`src/rtl/pio_regfile_arbiter.sv`:
```
// Round-robin arbiter sharing one pioRegfileRead/pioRegfileWrite slave between NREQ requesters.
// Optional slave-ack watchdog enabled by defining PIO_ARB_TIMEOUT_EN.
module pio_regfile_arbiter #(
  parameter int unsigned NREQ           = 4,
  parameter int unsigned AW             = 32,
  parameter int unsigned DW             = 32,
  parameter int unsigned TIMEOUT_CYCLES = 1024
) (
  input  logic                      clk,
  input  logic                      reset,
  input  logic [NREQ-1:0]           up_req,
  input  logic [NREQ-1:0]           up_wr,
  input  logic [NREQ*AW-1:0]        up_addr,
  input  logic [NREQ*DW-1:0]        up_wdata,
  output logic [NREQ-1:0]           up_ack,
  output logic [DW-1:0]             up_rdata,
  output logic                      pioRegfileRead_req,
  output logic [AW-1:0]             pioRegfileRead_addr,
  input  logic                      pioRegfileRead_ack,
  input  logic [DW-1:0]             pioRegfileRead_return,
  output logic                      pioRegfileWrite_req,
  output logic [AW-1:0]             pioRegfileWrite_addr,
  output logic [DW-1:0]             pioRegfileWrite_data,
  input  logic                      pioRegfileWrite_ack,
  output logic                      busy,
  output logic [$clog2(NREQ)-1:0]   grant_idx,
  output logic                      err
);

  localparam int unsigned IW = $clog2(NREQ);

  if (NREQ < 2 || NREQ > 8 || TIMEOUT_CYCLES == 0) begin : gBadParam
    $error("pio_regfile_arbiter: NREQ must be 2..8 and TIMEOUT_CYCLES nonzero");
  end

  typedef enum logic [1:0] {StIdle, StBusy, StAck} state_e;

  state_e         stateQ, stateD;
  logic [IW-1:0]  rrPtrQ, rrPtrD, grantQ, grantD;
  logic           wrQ, wrD;
  logic [AW-1:0]  addrQ, addrD;
  logic [DW-1:0]  wdataQ, wdataD, rdataQ, rdataD;
  logic           rdReqQ, rdReqD, wrReqQ, wrReqD;
  logic [NREQ-1:0] ackQ, ackD;
  logic           busyQ, busyD;
  logic           found;
  logic [IW-1:0]  pick, cand;
  logic           slaveAck;

  logic [AW-1:0]  addrArr  [NREQ];
  logic [DW-1:0]  wdataArr [NREQ];

  for (genvar g = 0; g < NREQ; g++) begin : gUnpack
    assign addrArr[g]  = up_addr[g*AW +: AW];
    assign wdataArr[g] = up_wdata[g*DW +: DW];
  end

`ifdef PIO_ARB_TIMEOUT_EN
  localparam int unsigned CW = $clog2(TIMEOUT_CYCLES + 1);
  logic [CW-1:0] cntQ, cntD;
  logic          errQ, errD;
`endif

  // First requester at or above the RR pointer, wrapping at NREQ-1.
  always_comb begin
    found = 1'b0;
    pick  = '0;
    cand  = '0;
    for (int unsigned k = 0; k < NREQ; k++) begin
      cand = IW'((32'(rrPtrQ) + k) % NREQ);
      if (!found && up_req[cand]) begin
        found = 1'b1;
        pick  = cand;
      end
    end
  end

  assign slaveAck = wrQ ? pioRegfileWrite_ack : pioRegfileRead_ack;

  always_comb begin
    stateD = stateQ;
    rrPtrD = rrPtrQ;
    grantD = grantQ;
    wrD    = wrQ;
    addrD  = addrQ;
    wdataD = wdataQ;
    rdataD = rdataQ;
    rdReqD = rdReqQ;
    wrReqD = wrReqQ;
    ackD   = '0;
    busyD  = busyQ;
`ifdef PIO_ARB_TIMEOUT_EN
    cntD   = cntQ;
    errD   = errQ;
`endif
    unique case (stateQ)
      StIdle: begin
        if (found) begin
          grantD = pick;
          wrD    = up_wr[pick];
          addrD  = addrArr[pick];
          wdataD = wdataArr[pick];
          wrReqD = up_wr[pick];
          rdReqD = ~up_wr[pick];
          busyD  = 1'b1;
          stateD = StBusy;
`ifdef PIO_ARB_TIMEOUT_EN
          cntD   = '0;
`endif
        end
      end
      StBusy: begin
        if (slaveAck) begin
          rdReqD = 1'b0;
          wrReqD = 1'b0;
          if (!wrQ) rdataD = pioRegfileRead_return;
          ackD[grantQ] = 1'b1;
          rrPtrD = (grantQ == IW'(NREQ - 1)) ? '0 : grantQ + 1'b1;
          stateD = StAck;
        end
`ifdef PIO_ARB_TIMEOUT_EN
        else if (cntQ == CW'(TIMEOUT_CYCLES - 1)) begin
          // Abandon the hung slave; the winner still gets its ack.
          rdReqD = 1'b0;
          wrReqD = 1'b0;
          rdataD = DW'(32'hDEADDEAD);
          ackD[grantQ] = 1'b1;
          rrPtrD = (grantQ == IW'(NREQ - 1)) ? '0 : grantQ + 1'b1;
          errD   = 1'b1;
          stateD = StAck;
        end else begin
          cntD = cntQ + 1'b1;
        end
`endif
      end
      StAck: begin
        busyD  = 1'b0;
        stateD = StIdle;
      end
      default: stateD = StIdle;
    endcase
  end

  always_ff @(posedge clk or negedge reset) begin
    if (!reset) begin
      stateQ <= StIdle;
      rrPtrQ <= '0;
      grantQ <= '0;
      wrQ    <= 1'b0;
      addrQ  <= '0;
      wdataQ <= '0;
      rdataQ <= '0;
      rdReqQ <= 1'b0;
      wrReqQ <= 1'b0;
      ackQ   <= '0;
      busyQ  <= 1'b0;
`ifdef PIO_ARB_TIMEOUT_EN
      cntQ   <= '0;
      errQ   <= 1'b0;
`endif
    end else begin
      stateQ <= stateD;
      rrPtrQ <= rrPtrD;
      grantQ <= grantD;
      wrQ    <= wrD;
      addrQ  <= addrD;
      wdataQ <= wdataD;
      rdataQ <= rdataD;
      rdReqQ <= rdReqD;
      wrReqQ <= wrReqD;
      ackQ   <= ackD;
      busyQ  <= busyD;
`ifdef PIO_ARB_TIMEOUT_EN
      cntQ   <= cntD;
      errQ   <= errD;
`endif
    end
  end

  assign up_ack               = ackQ;
  assign up_rdata             = rdataQ;
  assign pioRegfileRead_req   = rdReqQ;
  assign pioRegfileRead_addr  = addrQ;
  assign pioRegfileWrite_req  = wrReqQ;
  assign pioRegfileWrite_addr = addrQ;
  assign pioRegfileWrite_data = wdataQ;
  assign busy                 = busyQ;
  assign grant_idx            = grantQ;
`ifdef PIO_ARB_TIMEOUT_EN
  assign err = errQ;
`else
  assign err = 1'b0;
`endif

endmodule

```
`config.mk`:
```
export PLATFORM = sky130hd
export DESIGN_NAME = pio_regfile_arbiter
export DESIGN_NICKNAME = d
export VERILOG_FILES = /design/src/rtl/pio_regfile_arbiter.sv
export SDC_FILE = /design/constraint.sdc
export NUM_CORES = 1
export LEC_CHECK = 0
export CAP_MARGIN = 40
export CORE_AREA = 2 2 172 174
export CTS_BUF_LIST = sky130_fd_sc_hd__clkbuf_8
export DETAILED_ROUTE_END_ITERATION = 8
export DIE_AREA = 0 0 174 176
export SYNTH_ARGS = -nofsm -noshare
export SYNTH_HDL_FRONTEND = slang
export SYNTH_SLANG_ARGS = --single-unit
```
`constraint.sdc`:
```
create_clock -name clk -period 2.55 [get_ports clk]
set_input_delay 0.3825 -clock clk [delete_from_list [all_inputs] [get_ports clk]]
set_output_delay 0.3825 -clock clk [all_outputs]
set_load 0.05 [all_outputs]
```
==> reports/qor.yml <==
outcome:
  status: "completed"
yosys:
  synth_top_family_by_area: "multiplexers"
  synth_ff_type: "dfrtp_1"
  yosysSeqAreaShare_pct: 41.9
  synth_compound_area_share_pct: 15.5
  avgSynthCellArea_um2: 12.4
  ys_async_sr_fraction_pct: 100
  synth_cells: 529
  synth_seq_cells: 110
  synth-adder-area-share_pct: 0.761
  muxShareOfSynthArea_pct: 25.8
  ys_warn_count: 0
  synthSimpleGateAreaFrac_pct: 5.78
  synth-xor-area-share_pct: 0
  syn_nets: 833
  yosysUniqueCellTypes: 38
  synthesis.area_um2: 6580
  synth-edff-count: 0
finish:
  multiInputGateArea_um2: 3190
  final_common_cell: "clkdlybuf4s50_1"
  area_growth_pct: 74.2
  layout_common_cells: "clkdlybuf4s50_1 (435), mux2i_1 (131), dfrtp_1 (110)"
  drive_gt1_share_pct: 15.2
  fill_cells: 2798
  finalNonFillerCells: 1326
  final_nets: 1241
  register_area_um2: 2750
  diodes: 0
floorplan:
  core_area_um2: 28500
  rows: 62
  die_w_um: 174
  initial_core_util_pct: 23.0
  die_area_um2: 30600
  die_h_um: 176
  ioPinCount: 438
detailed_routing:
  highest_layer: "met4"
  drtAntennaViolNets: 0
  drt-met1-wl_um: 9760
  dr.pass1.iters: 4
  routed_wirelength_um: 24900
  dr_wl_met3_um: 2100
  wl_per_cell_um: 18.8
  wl_met2_um: 12700
  num_vias: 5812
  drt-initial-drc-count: 199
  viasPerCell: 4.38
  drc: 0
power_and_ir_drop:
  p_seq_share_pct: 21.7
  p_per_area_nw_per_um2: 1310
  power.switching_mw: 7.86
  combPwrFrac_pct: 70.7
  total_power_mw: 15.0
  p_clk_share_pct: 7.5
  p_int_mw: 7.15
  cellLeakagePower_nw: 4.83
  swShare_pct: 52.4
  vdd_drop_max_mv: 0.937
clock_network:
  path_clk_slew_ns: 0.13
  cts_max_level: 3
  cts_num_sinks: 110
  post_cts_resize_count: 0
  cts_buffer_depth: 2
  cts_tree: "built"
  cts_buffers: 9
  clock_latency_ns: 0.39
  root_buffer: "clkbuf_8"
critical_path:
  endpoint_kind: "flop"
  start_kind: "primary input"
  cp.required_ns: 2.82
  path_max_fanout: 21
  criticalPathCategory: "primary input to flop"
  cp.arrival_ns: 2.36
timing:
  finalSetupViolations: 0
  rsz0062_at_grt: "false"
  timing.fmax_mhz: 478
  final.setup.tns_ns: 0
  drv_slew: 0
  tightest_slew_ns: 0.596
  timing.slew.headroom_pct: 60.1
  post-route-period-util_pct: 82.0
  finalClockSkew_ns: 0.0238
  hold_violations: 0
  layout_min_cycle_time_ns: 2.09
global_route:
  grt_max_degree: 68
  grt_overflow_total: 0
  grt_pass1_wl_um: 37600
  antenna_found_initial: 0
  grt_pass1_vias: 6256
  grt_util_all_layers_pct: 15.9
place:
  gp_congestion: 0.819
  dp_hpwl_um: 19700
  port_buffers: 436
  dpl.cell_count: 1309
run:
  max-cap-violations: 0
hold_path:
  hold_class: "primary input to asynchronous set/reset pin"
## registers in the layout, summed over array words and instances (netlist names)
signal	cells
pioRegfileWrite_data	32
grant_idx	2
stateQ	2
busy	1
pioRegfileRead_addr	32
up_rdata	32
up_ack	4
pioRegfileRead_req	1
rrPtrQ	2
wrQ	1
pioRegfileWrite_req	1
## worst max-delay path: stages
cell and delay [ns]:
clkdlybuf4s50_1 0.53, or3b_1 0.44, o221ai_4 0.14, buf_12 0.24
buf_12 0.18, mux2i_1 0.28, o221ai_2 0.12
## power groups by stage
stage               sequential [mW]  clock, mW  combinational (mW)
floorplan                      5.95          0                4.73
global placement               3.29          0                10.7
detailed placement             3.30          0                10.7
CTS                            3.28       1.21                10.7
global route                   3.40       1.26                11.2
finish                         3.26       1.13                10.6
## what timing repair did
item,CTS,global route
hold buffers,1,0
endpoints found under the setup margin,0,0
buffers inserted,0,0
hold endpoints to repair,13,0
## cell type report
type | instances | area share, %
Sequential cell | 110 | 24.0
Timing Repair Buffer | 469 | 41.9
Inverter | 8 | 0.262
Clock buffer | 9 | 1.08
Multi-Input combinational cell | 339 | 27.9
Tap cell | 384 | 4.19
Clock inverter | 7 | 0.666
## per-stage QoR
stage | hold slack [ns] | utilization [%] | area (um2) | worst slack [ns]
CTS | 0.342 | 40.1 | 11500 | 0.400
finish | 0.375 | 40.1 | 11500 | 0.458
global placement | 0.256 | 39.4 | 11200 | 0.0856
global route | 0.370 | 40.1 | 11500 | 0.360
floorplan | 0.0869 | - | 6580 | 0.703
detailed placement | 0.257 | 39.4 | 11200 | 0.0158
## per-layer routing
| layer | track usage (%) | vias to the layer above |
|---|---|---|
| met3 | 5.17 | 18 |
| met1 | 18.4 | 2771 |
| li1 | - | 2746 |
| met2 | 28.4 | 277 |
| met4 | 3.64 | 0 |
| met5 | 0 | - |
## worst paths after layout
| kind | startpoint | to | slack, ns | depth (start not counted) |
|---|---|---|---|---|
| max | up_req[0] | pioRegfileRead_addr[4]$_DFFE_PN0P_ | 0.46 | 7 |
| min | reset | stateQ[0]$_DFFE_PN0P_ | 0.38 | 2 |
| max reg2reg | rrPtrQ[1]$_DFFE_PN0P_ | pioRegfileRead_addr[4]$_DFFE_PN0P_ | 0.47 | 6 |
| min reg2reg | pioRegfileWrite_data[4]$_DFFE_PN0P_ | pioRegfileWrite_data[4]$_DFFE_PN0P_ | 0.50 | 2 |
| max in group asynchronous | reset | pioRegfileRead_addr[14]$_DFFE_PN0P_ | 1.45 | 3 |
| min in group clk | pioRegfileWrite_data[4]$_DFFE_PN0P_ | pioRegfileWrite_data[4]$_DFFE_PN0P_ | 0.50 | 2 |
## logic make-up (layout without fill, tap and decap cells)
logic type	after synthesis	after routing
AOI/OAI and AO/OA	82	82
adders and majority gates	4	4
buffers and inverters	80	493
DFF	110	110
muxes	165	165
other	1	1
and+or+nand+nor	87	87
## Yosys cell counts, drive strengths merged, types with 4 or more instances
cell type | number | share of area [%]
nand2 | 67 | 3.8
inv | 8 | 0.46
clkbuf | 8 | 0.46
and2 | 4 | 0.38
o21ai | 4 | 0.30
dfrtp | 110 | 42
mux2i | 131 | 20
ha | 4 | 0.76
buf | 64 | 9.3
mux2 | 34 | 5.9
o221ai | 65 | 14
No activity file was read; power rests on OpenSTA's default activity.
